$ cat src/rtl/key_pkg.sv
// key_pkg: shared constants and types for the push-button command scheduler.
//   - Key index constants (bit positions in key_in / key_state / command vector).
//   - Debounce FSM state encoding. The MSB of the encoding is the accepted
//     "held" level, so DOWN and REL_CHK both read as pressed.
//   - Default timing constants derived from a 50 MHz clock.
//   - is_onehot(): true when exactly one key is held.
package key_pkg;

  localparam int unsigned NUM_KEYS = 4;
  localparam int unsigned KEY_ADD  = 0;
  localparam int unsigned KEY_SUB  = 1;
  localparam int unsigned KEY_SHL  = 2;
  localparam int unsigned KEY_SHR  = 3;

  localparam int unsigned CLK_HZ             = 50_000_000;
  localparam int unsigned DEF_CNT_W          = 25;
  localparam int unsigned DEF_DEBOUNCE_CYC   = CLK_HZ / 50;  // 20 ms
  localparam int unsigned DEF_REPEAT_DLY_CYC = CLK_HZ / 2;   // 500 ms
  localparam int unsigned DEF_REPEAT_PER_CYC = CLK_HZ / 10;  // 100 ms

  typedef enum logic [1:0] {
    DB_IDLE      = 2'd0,
    DB_PRESS_CHK = 2'd1,
    DB_DOWN      = 2'd2,
    DB_REL_CHK   = 2'd3
  } deb_state_e;

  function automatic logic is_onehot(input logic [NUM_KEYS-1:0] v);
    return (v != '0) && ((v & (v - NUM_KEYS'(1))) == '0);
  endfunction

endpackage

$ cat src/rtl/key_debounce.sv
// key_debounce: synchroniser, debounce FSM and stability counter for one key.
//   clk, reset_n  : clock, asynchronous active-low reset
//   key_n_i       : raw active-low button (0 = pressed)
//   level_o       : accepted level, 1 = held
//   press_evt_o   : one-cycle pulse in the cycle a press is accepted
//   rel_evt_o     : one-cycle pulse in the cycle a release is accepted
//   state_o       : debounce FSM state, for observation
// The accept pulses are asserted in the cycle whose closing edge moves the
// FSM into DOWN / IDLE, so downstream registers capture them on the same
// edge that updates level_o.
module key_debounce
  import key_pkg::*;
#(
  parameter int unsigned DEBOUNCE_CYC = DEF_DEBOUNCE_CYC,
  parameter int unsigned CNT_W        = DEF_CNT_W
) (
  input  logic       clk,
  input  logic       reset_n,
  input  logic       key_n_i,
  output logic       level_o,
  output logic       press_evt_o,
  output logic       rel_evt_o,
  output deb_state_e state_o
);

  localparam logic [CNT_W:0] DEB_LIM = (CNT_W+1)'(DEBOUNCE_CYC);

  logic             sync1_q, sync2_q;
  deb_state_e       state_q, state_d;
  logic [CNT_W-1:0] cnt_q, cnt_d, cnt_sat;
  logic [CNT_W:0]   cnt_inc;
  logic             cnt_done, first_done;

  // Counts the current sample too: done when this sample completes the run.
  assign cnt_inc    = {1'b0, cnt_q} + (CNT_W+1)'(1);
  assign cnt_done   = (cnt_inc >= DEB_LIM);
  assign first_done = (DEB_LIM <= (CNT_W+1)'(1));
  assign cnt_sat    = (cnt_q == '1) ? cnt_q : cnt_inc[CNT_W-1:0];

  always_comb begin
    state_d     = state_q;
    cnt_d       = cnt_q;
    press_evt_o = 1'b0;
    rel_evt_o   = 1'b0;
    unique case (state_q)
      DB_IDLE: if (!sync2_q) begin
        if (first_done) begin
          state_d     = DB_DOWN;
          press_evt_o = 1'b1;
        end else begin
          state_d = DB_PRESS_CHK;
          cnt_d   = CNT_W'(1);
        end
      end
      DB_PRESS_CHK: begin
        if (sync2_q) begin
          state_d = DB_IDLE;
          cnt_d   = '0;
        end else if (cnt_done) begin
          state_d     = DB_DOWN;
          cnt_d       = '0;
          press_evt_o = 1'b1;
        end else begin
          cnt_d = cnt_sat;
        end
      end
      DB_DOWN: if (sync2_q) begin
        if (first_done) begin
          state_d   = DB_IDLE;
          rel_evt_o = 1'b1;
        end else begin
          state_d = DB_REL_CHK;
          cnt_d   = CNT_W'(1);
        end
      end
      DB_REL_CHK: begin
        if (!sync2_q) begin
          state_d = DB_DOWN;
          cnt_d   = '0;
        end else if (cnt_done) begin
          state_d   = DB_IDLE;
          cnt_d     = '0;
          rel_evt_o = 1'b1;
        end else begin
          cnt_d = cnt_sat;
        end
      end
      default: begin
        state_d = DB_IDLE;
        cnt_d   = '0;
      end
    endcase
  end

  always_ff @(posedge clk or negedge reset_n) begin
    if (!reset_n) begin
      sync1_q <= 1'b1;
      sync2_q <= 1'b1;
      state_q <= DB_IDLE;
      cnt_q   <= '0;
    end else begin
      sync1_q <= key_n_i;
      sync2_q <= sync1_q;
      state_q <= state_d;
      cnt_q   <= cnt_d;
    end
  end

  assign level_o = (state_q == DB_DOWN) || (state_q == DB_REL_CHK);
  assign state_o = state_q;

endmodule

$ cat src/rtl/key_cmd_sched.sv
// key_cmd_sched: turns four bouncing active-low buttons into single-cycle
// commands for the LED add/sub/shift register.
//   clk, reset_n : 50 MHz clock, asynchronous active-low reset
//   key_in[3:0]  : raw buttons, 0 = pressed (add, sub, shl, shr)
//   cmd_add/sub/shl/shr : registered one-cycle command pulses, at most one per cycle
//   key_state[3:0] : debounced level, 1 = held
// Accepted presses and auto-repeat ticks set bits in a pending register; a
// fixed-priority arbiter (lowest index first) issues one pending bit per cycle.
// A set that lands on a bit being issued in the same cycle merges into that
// issue, so a pend bit never yields back-to-back pulses.
// Handshake: none; every output is a free-running level or one-cycle pulse.
module key_cmd_sched
  import key_pkg::*;
#(
  parameter int unsigned DEBOUNCE_CYC   = DEF_DEBOUNCE_CYC,
  parameter int unsigned CNT_W          = DEF_CNT_W,
  parameter bit          REPEAT_EN      = 1'b1,
  parameter int unsigned REPEAT_DLY_CYC = DEF_REPEAT_DLY_CYC,
  parameter int unsigned REPEAT_PER_CYC = DEF_REPEAT_PER_CYC
) (
  input  logic                clk,
  input  logic                reset_n,
  input  logic [NUM_KEYS-1:0] key_in,
  output logic                cmd_add,
  output logic                cmd_sub,
  output logic                cmd_shl,
  output logic                cmd_shr,
  output logic [NUM_KEYS-1:0] key_state
);

  localparam logic [63:0] CNT_MAX   = (64'd1 << CNT_W) - 64'd1;
  localparam bit          PARAMS_OK = (DEBOUNCE_CYC >= 1) &&
                                      (64'(DEBOUNCE_CYC)   <= CNT_MAX) &&
                                      (64'(REPEAT_DLY_CYC) <= CNT_MAX) &&
                                      (64'(REPEAT_PER_CYC) <= CNT_MAX);

  logic [NUM_KEYS-1:0] level, press_evt, rel_evt, rpt_tick;
  logic [NUM_KEYS-1:0] pend_q, pend_d, grant, cmd_q, cmd_d;
  deb_state_e          deb_state [NUM_KEYS];

  for (genvar gi = 0; gi < NUM_KEYS; gi++) begin : g_key
    key_debounce #(
      .DEBOUNCE_CYC(DEBOUNCE_CYC),
      .CNT_W       (CNT_W)
    ) u_deb (
      .clk        (clk),
      .reset_n    (reset_n),
      .key_n_i    (key_in[gi]),
      .level_o    (level[gi]),
      .press_evt_o(press_evt[gi]),
      .rel_evt_o  (rel_evt[gi]),
      .state_o    (deb_state[gi])
    );

    a_level_matches_state: assert property (@(posedge clk) disable iff (!reset_n)
      level[gi] == ((deb_state[gi] == DB_DOWN) || (deb_state[gi] == DB_REL_CHK)));
  end

  assign key_state = level;

  // Repeat timer: restarts on every accepted change; runs only with exactly
  // one key held. Delay phase first, then the shorter period phase.
  if (REPEAT_EN) begin : g_rpt
    localparam logic [CNT_W:0] DLY_LIM = (CNT_W+1)'(REPEAT_DLY_CYC);
    localparam logic [CNT_W:0] PER_LIM = (CNT_W+1)'(REPEAT_PER_CYC);

    logic [CNT_W-1:0] tmr_q, tmr_d;
    logic [CNT_W:0]   tmr_inc;
    logic             per_q, per_d, fire;

    assign tmr_inc = {1'b0, tmr_q} + (CNT_W+1)'(1);

    always_comb begin
      tmr_d = (tmr_q == '1) ? tmr_q : tmr_inc[CNT_W-1:0];
      per_d = per_q;
      fire  = 1'b0;
      // A tick coinciding with an accepted change is dropped: the key set
      // it belonged to is no longer current.
      if (((press_evt | rel_evt) != '0) || !is_onehot(level)) begin
        tmr_d = '0;
        per_d = 1'b0;
      end else if (tmr_inc >= (per_q ? PER_LIM : DLY_LIM)) begin
        tmr_d = '0;
        per_d = 1'b1;
        fire  = 1'b1;
      end
    end

    assign rpt_tick = fire ? level : '0;

    always_ff @(posedge clk or negedge reset_n) begin
      if (!reset_n) begin
        tmr_q <= '0;
        per_q <= 1'b0;
      end else begin
        tmr_q <= tmr_d;
        per_q <= per_d;
      end
    end
  end else begin : g_no_rpt
    assign rpt_tick = '0;
  end

  // Lowest set bit of pend_q wins (add > sub > shl > shr).
  assign grant  = pend_q & (~pend_q + NUM_KEYS'(1));
  assign pend_d = (pend_q | press_evt | rpt_tick) & ~grant;
  assign cmd_d  = grant;

  always_ff @(posedge clk or negedge reset_n) begin
    if (!reset_n) begin
      pend_q <= '0;
      cmd_q  <= '0;
    end else begin
      pend_q <= pend_d;
      cmd_q  <= cmd_d;
    end
  end

  assign cmd_add = cmd_q[KEY_ADD];
  assign cmd_sub = cmd_q[KEY_SUB];
  assign cmd_shl = cmd_q[KEY_SHL];
  assign cmd_shr = cmd_q[KEY_SHR];

  a_params_fit: assert property (@(posedge clk) PARAMS_OK);
  a_cmd_onehot0: assert property (@(posedge clk) disable iff (!reset_n) $onehot0(cmd_q));

endmodule

$ cat config.mk
export PLATFORM = sky130hd
export DESIGN_NAME = key_cmd_sched
export DESIGN_NICKNAME = d
export VERILOG_FILES = /design/src/rtl/key_pkg.sv /design/src/rtl/key_debounce.sv /design/src/rtl/key_cmd_sched.sv
export SDC_FILE = /design/constraint.sdc
export NUM_CORES = 1
export LEC_CHECK = 0
export CORE_AREA = 2 2 187 189
export DETAILED_ROUTE_END_ITERATION = 10
export DIE_AREA = 0 0 189 191
export GPL_TIMING_DRIVEN = 1
export PLACE_DENSITY_LB_ADDON = 0.2
export REMOVE_ABC_BUFFERS = 1
export SLEW_MARGIN = 20
export SYNTH_ARGS = -nofsm -noshare
export SYNTH_HDL_FRONTEND = slang
export SYNTH_HIERARCHICAL = 1
export SYNTH_SLANG_ARGS = --single-unit
export TNS_END_PERCENT = 1
$ cat constraint.sdc
create_clock -name clk -period 7.35 [get_ports clk]
set_input_delay 1.47 -clock clk [delete_from_list [all_inputs] [get_ports clk]]
set_output_delay 1.47 -clock clk [all_outputs]
set_load 0.005 [all_outputs]
==> results of run 1 <==
flip-flops by register name, indices dropped and copies added, names as in the netlist, named ones only:
| name | cells |
|---|---|
| g_key.u_deb/sync2_q | 4 |
| g_key.u_deb/cnt_q | 100 |
| pend_q | 4 |
| g_key.u_deb/sync1_q | 4 |
| g_rpt.per_q | 1 |
| g_key.u_deb/state_o | 4 |
| g_rpt.tmr_q | 25 |
| cmd_q | 4 |
layout by cell type, fill, tap and decap left out, drive strengths merged, types with 9 or more instances in the layout:
cell,netlist,final
a21oi,55,55
a22o,11,11
a31oi,22,22
a41o,10,10
a41oi,42,42
and2,29,29
and3,23,23
and4,18,18
clkbuf,50,22
clkdlybuf4s50,0,12
dfrtp,142,142
ha,13,13
inv,62,62
nand2,90,90
nand3,76,76
nand4,41,41
nor2,120,120
nor2b,10,10
nor3,27,27
nor3b,9,9
nor4,17,17
o2111ai,9,9
o211ai,11,11
o21ai,43,43
o22ai,37,37
o2bb2ai,10,10
o41ai,9,9
or3,11,11
or4,14,14
xnor2,27,27
xor2,15,15
cells by family (layout without fill, tap and decap cells):
group                    Yosys count  in the layout  synth area share, %
AO/OA/AOI/OAI                    307            307                 22.7
XOR/XNOR                          42             42                 3.66
adder cells (fa/ha/maj)           13             13                 1.62
buffers and inverters            133            113                 5.56
flip-flops                       150            150                 37.4
multiplexers                       9              9                0.908
AND/OR/NAND/NOR                  504            504                 28.2
layer usage:
layer | track usage [%] | part of all wire (%)
met5 | 0 | 0
met2 | 23.2 | 45
met1 | 20.8 | 51
met4 | 4.09 | 1.3
met3 | 2.57 | 2.8
path summary, 6_finish.rpt:
check | end | startpoint | depth (start not counted) | slack (ns)
worst max-delay path | g_rpt.tmr_q[14]$_DFFE_PN0P_ | g_key[2].u_deb/cnt_q[0]$_DFFE_PN0P_ | 13 | 2.45
worst min-delay path | g_key[3].u_deb/sync2_q$_DFF_PN1_ | g_key[3].u_deb/sync1_q$_DFF_PN1_ | 0 | 0.36
worst max register to register | g_rpt.tmr_q[14]$_DFFE_PN0P_ | g_key[2].u_deb/cnt_q[0]$_DFFE_PN0P_ | 13 | 2.45
worst min register to register | g_key[3].u_deb/sync2_q$_DFF_PN1_ | g_key[3].u_deb/sync1_q$_DFF_PN1_ | 0 | 0.36
max in group asynchronous | g_key[0].u_deb/cnt_q[13]$_DFFE_PN0P_ | reset_n | 2 | 4.93
min in group asynchronous | g_rpt.tmr_q[4]$_DFFE_PN0P_ | reset_n | 1 | 1.09
cell type report:
cell class                 instances  area share [%]
clock buffer                      22            4.12
clock inverter                     9           0.738
inverter                          62            2.13
multi-input combinational        875            52.0
sequential                       150            34.1
tap                              455            5.16
timing repair buffer              20            1.67
worst max-delay path, stage by stage (launching register included):
cell,delay (ns)
sky130_fd_sc_hd__dfrtp_1,0.41
sky130_fd_sc_hd__ha_1,0.25
sky130_fd_sc_hd__nand4_1,0.29
sky130_fd_sc_hd__nor3_4,0.42
sky130_fd_sc_hd__nand4_1,0.17
sky130_fd_sc_hd__or4b_4,0.55
sky130_fd_sc_hd__a22oi_4,0.62
sky130_fd_sc_hd__a21boi_1,0.27
sky130_fd_sc_hd__nor3b_1,0.21
sky130_fd_sc_hd__nor4_1,0.28
sky130_fd_sc_hd__nand2_1,0.09
sky130_fd_sc_hd__a21oi_1,0.59
sky130_fd_sc_hd__o211ai_4,0.43
sky130_fd_sc_hd__a21oi_1,0.23
power groups by stage:
stage               clock (mW)  sequential, mW  combinational, mW
floorplan                    0           0.875              0.105
global placement             0           0.881              0.160
detailed placement           0           0.882              0.161
CTS                      0.849           0.867              0.161
global route             0.887           0.869              0.180
finish                   0.817           0.867              0.158
per-stage QoR:
step	area [µm²]	std cells	util [%]	setup slack (ns)	hold slack, ns
floorplan	9740	1087	-	3.37	0.345
global placement	10500	1562	30.8	2.56	0.346
detailed placement	10500	1562	30.8	2.49	0.348
CTS	11000	1593	32.3	2.48	0.358
global route	11000	1593	32.3	2.01	0.367
finish	11000	1593	32.3	2.45	0.358
==> flow_summary_export.csv, run 1 <==
group,metric,value,unit
finish,area_growth,9.59,%
pwr,clock_network_fraction_of_design_power,44.4,%
synth,synth_cell_types,81,
floorplan,die-area,0.0361,mm²
floorplan,die_width,189,µm
placed_design,detailed_place_hpwl,17.0,mm
worst_setup_path,critical_path.startpoint_type,"flip-flop",
clock_network,cts-root-to-sink-buffers,2,
timing,timing_max_transition_violations_final,0,
global_routing,globalRouteTotalUtil,14.8,%
run,maximum_capacitance_violations,0,
synth,yosysWarnings,6,
synth,post-synth-top-count-cell,"sky130_fd_sc_hd__dfrtp_1",
clock_network,later_pin_clock_latency_in_the_skew_report,0.43,ns
pwr,post-layout-total-power,1.84,mW
synth,synth_top_cell_area_share,35.3,%
floorplan,core,0.0341,mm²
pwr,p_seq_share,47.1,%
clock_network,cts_buffers,17,
synth,syn-instance-count,1158,
clock_network,cts_root_buffer,"sky130_fd_sc_hd__clkbuf_16",
synth,syn_area_per_cell,8.69,µm²
placed_design,place.gp.congestion,0.797,
pwr,internal_power,1.37,mW
floorplan,die_h,191,µm
timing,post-route-period-util,66.6,%
clock_network,post-cts-setup-buffers,0,
finish,final-seq-area,0.00376,mm²
pwr,total_switching_power,0.473,mW
global_routing,grt.overflow.total,0,
floorplan,initial_core_util,29.5,%
global_routing,first_global_vias,8400,
routing,via_per_inst,5.53,
clock_network,cts.htree.levels,4,
placed_design,placement.io_buffers,13,
worst_setup_path,critical_path.endpoint_type,"flip-flop",
synth,synth_ff_type,"sky130_fd_sc_hd__dfrtp_1",
routing,routed_wire_length_per_instance,16.1,µm
clock_network,post_cts.resized_instances,0,
routing,first_pass_iters,5,
global_routing,grt_first_pass_wirelength,44.1,mm
routing,antenna_violating_nets_post_route,0,
finish,layout-drive-gt1-share,8.35,%
pwr,total_leakage_power,4.34,nW
routing,drt-total-wl,25.6,mm
pwr,vdd.ir_drop.worst,0.161,mV
timing,totalNegativeSetupSlack,0,ns
global_routing,antenna_violations_before_repair,0,
worst_setup_path,path_max_fanout,25,
synth,synth_seq_area_share,37.4,%
synth,synth.largest_area_cell,"sky130_fd_sc_hd__dfrtp_1",
synth,synth.cells.most_frequent,"142 x sky130_fd_sc_hd__dfrtp_1, 120 x sky130_fd_sc_hd__nor2_1, 90 x sky130_fd_sc_hd__nand2_1",
clock_network,cts_tree,"yes",
pwr,pwr_density_cell,167,mW/mm²
clock_network,cts.clk_slew.worst_paths,0.06,ns
status,run_status,"finished clean",
timing,setup_viol_count_final,0,
synth,synth.cell_area,0.0101,mm²
finish,multi_input_area,0.00574,mm²
finish,layout_net_count,1145,
worst_setup_path,crit_arrival,5.24,ns
synth,async_flop_share,100,%
timing,max_fclk,204,MHz
timing,worst_clock_skew,0.0154,ns
synth,number_of_enable_type_register_cells_in_the_synthesized_netlist,0,
floorplan,pin_count,14,
finish,final.fill_count,3587,
synth,synthTopCellsByArea,"sky130_fd_sc_hd__dfrtp_1 35%, sky130_fd_sc_hd__nor2_1 4.5%, sky130_fd_sc_hd__a41oi_1 3.7%",
clock_network,ctsHoldBuffers,0,
pwr,power_frac_comb,8.6,%
finish,antennaDiodeCount,0,
routing,drc_violation_count_after_routing,0,
timing,clock_period_minus_worst_slack,4.90,ns
global_routing,largest_net_degree_at_the_start_of_global_routing,87,
timing,tightest_slew,0.965,ns
pwr,power.switching_fraction,25.7,%
timing,timing.slew.headroom,34.7,%
min_path,hold_path_class,"flip-flop to flip-flop",
routing,initialDrtViolationCount,800,
routing,vias,8808,
timing,report.final.hold_viol_count,0,
timing,rsz0062_at_grt,"no",
floorplan,number_of_placement_rows,68,
clock_network,cts_sinks,150,
worst_setup_path,worst_ep_required_time,7.70,ns
synth,ys_seq_elements,150,
worst_setup_path,worst-setup-path-type,"flip-flop to flip-flop",
Note: power is estimated with default switching activity, not from simulation.
==> run 2: changes to the inputs <==
==> constraint.sdc (replaced) <==
create_clock -name clk -period 5.02 [get_ports clk]
set_input_delay 1.004 -clock clk [delete_from_list [all_inputs] [get_ports clk]]
set_output_delay 1.004 -clock clk [all_outputs]
set_load 0.005 [all_outputs]
==> run 2 against run 1 <==
Net effect: cell area up 1.2%; cell count rose by 0.50%; worst hold slack lost 0.0051 ns; register-to-register slack lost 1.8 ns; critical path type unchanged; total power rose by 54%; die area unchanged; via count hardly changed.
==> flow_summary_export.csv, run 2 (synthesis gave the netlist of run 1 again) <==
group,metric,value,unit
status,run_status,"finished clean",
routing,drc_violation_count_after_routing,0,
timing,post-route-period-util,87.6,%
timing,timing.slew.headroom,30.8,%
routing,vias,8816,
clock_network,cts.htree.levels,4,
global_routing,globalRouteTotalUtil,15.0,%
clock_network,cts_buffers,17,
timing,worst_clock_skew,0.0124,ns
finish,area_growth,10.9,%
clock_network,cts_sinks,150,
finish,layout_commonest_cell,"sky130_fd_sc_hd__dfrtp_1",
clock_network,post-cts-setup-buffers,0,
run,maximum_capacitance_violations,0,
worst_setup_path,crit-reg2reg-capture,"g_rpt.tmr_q[13]$_DFFE_PN0P_",
timing,tightest_slew,1.03,ns
timing,totalNegativeSetupSlack,0,ns
floorplan,core,0.0341,mm²
floorplan,number_of_placement_rows,68,
worst_setup_path,r2r_cells,15,
worst_setup_path,worst_ep_required_time,5.36,ns
timing,rsz0062_at_grt,"no",
floorplan,die_width,189,µm
timing,report.final.hold_viol_count,0,
min_path,hold_path_class,"flip-flop to flip-flop",
placed_design,detailed_place_hpwl,17.0,mm
pwr,vdd.ir_drop.worst,0.229,mV
worst_setup_path,path_max_fanout,25,
floorplan,initial_core_util,29.5,%
clock_network,ctsHoldBuffers,0,
pwr,pwr_density_cell,254,mW/mm²
global_routing,largest_net_degree_at_the_start_of_global_routing,98,
placed_design,dp_worst_setup_slack,0.624,ns
finish,layout_net_count,1152,
timing,clock_period_minus_worst_slack,4.40,ns
floorplan,die_h,191,µm
worst_setup_path,ff2ff_setup_slack,0.62,ns
routing,antenna_violating_nets_post_route,0,
placed_design,placement.io_buffers,13,
finish,final_design_area_no_fill,0.0112,mm²
global_routing,first_global_vias,8618,
clock_network,cts_tree,"yes",
routing,drt-total-wl,26.2,mm
clock_network,later_pin_clock_latency_in_the_skew_report,0.43,ns
timing,fin_hold_ws,0.353,ns
finish,largest_register_by_flop_count,"g_key.u_deb/cnt_q",
finish,layout-drive-gt1-share,8.99,%
clock_network,cts.clk_slew.worst_paths,0.06,ns
placed_design,postPlaceCellArea,0.0106,mm²
routing,first_pass_iters,4,
clock_network,post_cts.resized_instances,0,
clock_network,cts_root_buffer,"sky130_fd_sc_hd__clkbuf_16",
global_routing,grt_first_pass_wirelength,44.5,mm
finish,top_regs,"g_key.u_deb/cnt_q: 100 flops, g_rpt.tmr_q: 25 flops",
floorplan,pin_count,14,
finish,largest_register_ff_count,100,
global_routing,grt.overflow.total,0,
routing,via_per_inst,5.51,
pwr,total_leakage_power,4.40,nW
global_routing,antenna_violations_before_repair,0,
min_path,hp-start,"g_key[0].u_deb/sync1_q$_DFF_PN1_",
routing,initialDrtViolationCount,681,
timing,max_fclk,228,MHz
finish,most-common-layout-cells,"142 x sky130_fd_sc_hd__dfrtp_1, 120 x sky130_fd_sc_hd__nor2_1, 90 x sky130_fd_sc_hd__nand2_1, 73 x sky130_fd_sc_hd__nand3_1, 61 x sky130_fd_sc_hd__inv_1",
clock_network,cts-root-to-sink-buffers,2,
finish,antennaDiodeCount,0,
min_path,min_delay_worst_endpoint,"g_key[0].u_deb/sync2_q$_DFF_PN1_",
min_path,whs_path_depth,0,
worst_setup_path,reg2reg_from,"g_key[3].u_deb/cnt_q[0]$_DFFE_PN0P_",
worst_setup_path,crit_arrival,4.73,ns
pwr,post-layout-total-power,2.84,mW
routing,routed_wire_length_per_instance,16.4,µm
timing,fin_ws,0.625,ns
worst_setup_path,worst-setup-path-type,"flip-flop to flip-flop",
timing,setup_viol_count_final,0,
worst_setup_path,critical_path.startpoint_type,"flip-flop",
worst_setup_path,critical_path.endpoint_type,"flip-flop",
placed_design,place.gp.congestion,0.767,
timing,timing_max_transition_violations_final,0,
floorplan,die-area,0.0361,mm²
-- run 2: final cells by class --
class | instances | area (µm²)
Fill cell | 3526 | 23000
Multi-Input combinational cell | 875 | 5740
Sequential cell | 150 | 3760
Tap cell | 455 | 569
Clock buffer | 22 | 454
Timing Repair Buffer | 27 | 249
Inverter | 62 | 235
Clock inverter | 10 | 148
-- run 2: worst max-delay path by stage --
stage                                   startpoint                           to  slack (ns)  cells after the start
2_1_floorplan  g_key[0].u_deb/cnt_q[0]$_DFFE_PN0P_          pend_q[3]$_DFF_PN0_        1.04                     15
3_3_place_gp   g_key[3].u_deb/cnt_q[0]$_DFFE_PN0P_  g_rpt.tmr_q[21]$_DFFE_PN0P_        0.77                     15
3_5_place_dp   g_key[3].u_deb/cnt_q[0]$_DFFE_PN0P_   g_rpt.tmr_q[5]$_DFFE_PN0P_        0.62                     15
4_1_cts        g_key[3].u_deb/cnt_q[0]$_DFFE_PN0P_  g_rpt.tmr_q[19]$_DFFE_PN0P_        0.61                     15
5_1_grt        g_key[3].u_deb/cnt_q[0]$_DFFE_PN0P_          pend_q[3]$_DFF_PN0_        0.19                     17
6_report       g_key[3].u_deb/cnt_q[0]$_DFFE_PN0P_  g_rpt.tmr_q[13]$_DFFE_PN0P_        0.62                     15
-- run 2: critical path, cell delays in order (launching register included) --
cell	delay [ns]
sky130_fd_sc_hd__dfrtp_1	0.40
sky130_fd_sc_hd__ha_1	0.26
sky130_fd_sc_hd__nand3_1	0.23
sky130_fd_sc_hd__nor4b_4	0.51
sky130_fd_sc_hd__and4_4	0.33
sky130_fd_sc_hd__nand4_4	0.12
sky130_fd_sc_hd__a2111oi_4	0.77
sky130_fd_sc_hd__inv_4	0.22
sky130_fd_sc_hd__o21ai_1	0.28
sky130_fd_sc_hd__nor2_1	0.09
sky130_fd_sc_hd__nor4_1	0.22
sky130_fd_sc_hd__nand2_1	0.08
sky130_fd_sc_hd__a21oi_1	0.12
sky130_fd_sc_hd__buf_4	0.18
sky130_fd_sc_hd__o211ai_4	0.26
sky130_fd_sc_hd__a21oi_1	0.23
-- run 2: stage by stage --
stage	cells	utilization [%]
after floorplan	1087	-
after detailed placement	1569	30.9
after CTS	1601	32.7
after global placement	1569	30.9
after global routing	1601	32.7
final	1601	32.7
-- run 2: power by group --
group	switching, mW	internal (mW)	leakage [nW]
logic	0.153	0.0813	2.07
clock network	0.535	0.800	0.281
registers	0.0305	1.24	2.05
-- run 2: layer usage --
layer  part of all wire, %  vias to the layer above  track usage [%]
met1                    50                     4344             20.6
met4                   1.4                        0             4.00
met2                    46                      126             24.4
met5                     0                        -                0
li1                      -                     4327                -
met3                   2.7                       19             2.53
==> run 3: changes to the inputs <==
--- a/config.mk
+++ b/config.mk
@@ -8,6 +8,7 @@
 export CORE_AREA = 2 2 187 189
 export DETAILED_ROUTE_END_ITERATION = 10
 export DIE_AREA = 0 0 189 191
+export DONT_BUFFER_PORTS = 1
 export GPL_TIMING_DRIVEN = 1
 export PLACE_DENSITY_LB_ADDON = 0.2
 export REMOVE_ABC_BUFFERS = 1
==> constraint.sdc (replaced) <==
create_clock -name clk -period 4.8 [get_ports clk]
set_input_delay 0.96 -clock clk [delete_from_list [all_inputs] [get_ports clk]]
set_output_delay 0.96 -clock clk [all_outputs]
set_load 0.005 [all_outputs]
==> run 3 against run 2 <==
Net effect: routed wire length decreased by 0.18%; register-to-register slack got worse by 0.04 ns; core utilization decreased by 0.23 points; global-route usage increased by 0.16 points; via count decreased by 1.5%; worst hold slack got worse by 0.13 ns; worst setup slack got worse by 0.043 ns; fmax increased by 4.2%; clock skew increased by 0.0035 ns; cell area decreased by 0.70%; die area unchanged; largest power group unchanged.
==> flow_summary_export.csv, run 3 (synthesis gave the netlist of run 1 again) <==
group,metric,value,unit
status,run_status,"finished clean",
clock_network,cts.htree.levels,4,
pwr,pwr_density_cell,276,mW/mm²
timing,rsz0062_at_grt,"no",
finish,largest_register_by_flop_count,"g_key.u_deb/cnt_q",
clock_network,ctsHoldBuffers,0,
placed_design,detailed_place_hpwl,17.0,mm
finish,layout_net_count,1141,
timing,report.final.hold_viol_count,0,
timing,max_fclk,237,MHz
worst_setup_path,worst-setup-path-type,"flip-flop to flip-flop",
floorplan,number_of_placement_rows,68,
timing,setup_viol_count_final,0,
clock_network,post_cts.resized_instances,0,
timing,totalNegativeSetupSlack,0,ns
global_routing,grt_first_pass_wirelength,45.0,mm
routing,routed_wire_length_per_instance,16.5,µm
floorplan,core,0.0341,mm²
timing,post-route-period-util,87.9,%
finish,layout-drive-gt1-share,9.52,%
floorplan,die-area,0.0361,mm²
placed_design,place.gp.congestion,0.777,
routing,drt-total-wl,26.2,mm
clock_network,cts_buffers,17,
clock_network,cts.clk_slew.worst_paths,0.07,ns
placed_design,postPlaceCellArea,0.0104,mm²
placed_design,placement.io_buffers,0,
run,maximum_capacitance_violations,0,
routing,initialDrtViolationCount,613,
routing,antenna_violating_nets_post_route,0,
clock_network,cts-root-to-sink-buffers,2,
finish,final_design_area_no_fill,0.0111,mm²
finish,area_growth,10.1,%
clock_network,cts_tree,"yes",
worst_setup_path,path_max_fanout,25,
worst_setup_path,crit_arrival,4.56,ns
timing,fin_hold_ws,0.220,ns
global_routing,antenna_violations_before_repair,0,
worst_setup_path,critical_path.endpoint_type,"flip-flop",
global_routing,grt.overflow.total,0,
finish,antennaDiodeCount,0,
floorplan,die_width,189,µm
pwr,post-layout-total-power,3.06,mW
clock_network,post-cts-setup-buffers,0,
global_routing,globalRouteTotalUtil,15.2,%
worst_setup_path,worst_ep_required_time,5.14,ns
finish,most-common-layout-cells,"142 x sky130_fd_sc_hd__dfrtp_1, 120 x sky130_fd_sc_hd__nor2_1, 90 x sky130_fd_sc_hd__nand2_1, 73 x sky130_fd_sc_hd__nand3_1, 61 x sky130_fd_sc_hd__inv_1",
clock_network,cts_root_buffer,"sky130_fd_sc_hd__clkbuf_16",
timing,worst_clock_skew,0.0160,ns
finish,layout_commonest_cell,"sky130_fd_sc_hd__dfrtp_1",
timing,timing.slew.headroom,37.6,%
finish,largest_register_ff_count,100,
floorplan,initial_core_util,29.5,%
worst_setup_path,critical_path.startpoint_type,"flip-flop",
routing,first_pass_iters,5,
routing,via_per_inst,5.46,
global_routing,largest_net_degree_at_the_start_of_global_routing,151,
finish,top_regs,"g_key.u_deb/cnt_q: 100 flops, g_rpt.tmr_q: 25 flops",
timing,clock_period_minus_worst_slack,4.22,ns
global_routing,first_global_vias,8531,
pwr,vdd.ir_drop.worst,0.238,mV
clock_network,later_pin_clock_latency_in_the_skew_report,0.45,ns
floorplan,die_h,191,µm
pwr,total_leakage_power,4.39,nW
routing,drc_violation_count_after_routing,0,
clock_network,cts_sinks,150,
floorplan,pin_count,14,
timing,timing_max_transition_violations_final,0,
timing,tightest_slew,0.932,ns
min_path,hold_path_class,"input pin to asynchronous set/reset pin",
routing,vias,8684,
==> run 3: cell types whose count changed in the layout (fill, tap and decap cells not counted), sizes merged <==
cell and change:
buf +1, bufinv +2, clkbuf -5, clkdlybuf4s50 -12, clkinv +3, clkinvlp -1
inv +1
==> run 3: where the power goes <==
group          internal [mW]  leakage (nW)  switching, mW
Sequential              1.29          2.05         0.0349
Clock                  0.927         0.314          0.592
Combinational         0.0832          2.03          0.133
==> run 3: through the flow <==
step / worst slack [ns] / cells / utilization (%)
2_1_floorplan: 0.820 / 1087 / -
3_3_place_gp: 0.723 / 1558 / 30.6
3_5_place_dp: 0.588 / 1558 / 30.6
4_1_cts: 0.563 / 1590 / 32.5
5_1_grt: 0.181 / 1590 / 32.5
6_report: 0.581 / 1590 / 32.5
==> run 3: worst max-delay path: stages (launching register included) <==
cell                        delay, ns
sky130_fd_sc_hd__dfrtp_1         0.40
sky130_fd_sc_hd__ha_1            0.26
sky130_fd_sc_hd__nand3_1         0.24
sky130_fd_sc_hd__nor4b_4         0.54
sky130_fd_sc_hd__and4_4          0.34
sky130_fd_sc_hd__nand4_4         0.11
sky130_fd_sc_hd__a2111oi_4       0.46
sky130_fd_sc_hd__inv_4           0.16
sky130_fd_sc_hd__o21ai_1         0.26
sky130_fd_sc_hd__nor2_1          0.09
sky130_fd_sc_hd__nor4_1          0.30
sky130_fd_sc_hd__nand2_1         0.08
sky130_fd_sc_hd__a21oi_1         0.16
sky130_fd_sc_hd__buf_4           0.19
sky130_fd_sc_hd__o211ai_4        0.08
sky130_fd_sc_hd__buf_4           0.24
sky130_fd_sc_hd__a21oi_1         0.18
==> run 3: final timing paths <==
kind	start	end	slack, ns	cells after the start
worst max-delay path	g_key[3].u_deb/cnt_q[0]$_DFFE_PN0P_	g_rpt.tmr_q[6]$_DFFE_PN0P_	0.58	16
worst min-delay path	reset_n	g_key[3].u_deb/cnt_q[20]$_DFFE_PN0P_	0.22	0
worst max register to register	g_key[3].u_deb/cnt_q[0]$_DFFE_PN0P_	g_rpt.tmr_q[6]$_DFFE_PN0P_	0.58	16
worst min register to register	g_key[1].u_deb/sync1_q$_DFF_PN1_	g_key[1].u_deb/sync2_q$_DFF_PN1_	0.36	0
max in group asynchronous	reset_n	g_key[0].u_deb/sync1_q$_DFF_PN1_	4.32	0
min in group clk	g_key[1].u_deb/sync1_q$_DFF_PN1_	g_key[1].u_deb/sync2_q$_DFF_PN1_	0.36	0
==> run 3: area by class of cell <==
class	count	area, µm²
clock buffers	17	425
flip-flops and latches	150	3760
well taps	455	569
fillers	3505	23000
clock inverters	15	228
multi-input cells	875	5740
inverters	62	235
repair buffers	16	120
==> run 3: layer usage <==
layer / part of all wire [%] / vias up / wire (µm) / global-route usage [%]
met5: 0 / - / 0 / 0
met4: 0.97 / 0 / 253 / 3.88
met3: 2.9 / 14 / 768 / 2.75
met2: 45 / 136 / 11800 / 23.5
met1: 51 / 4230 / 13300 / 21.6
li1: - / 4304 / - / -
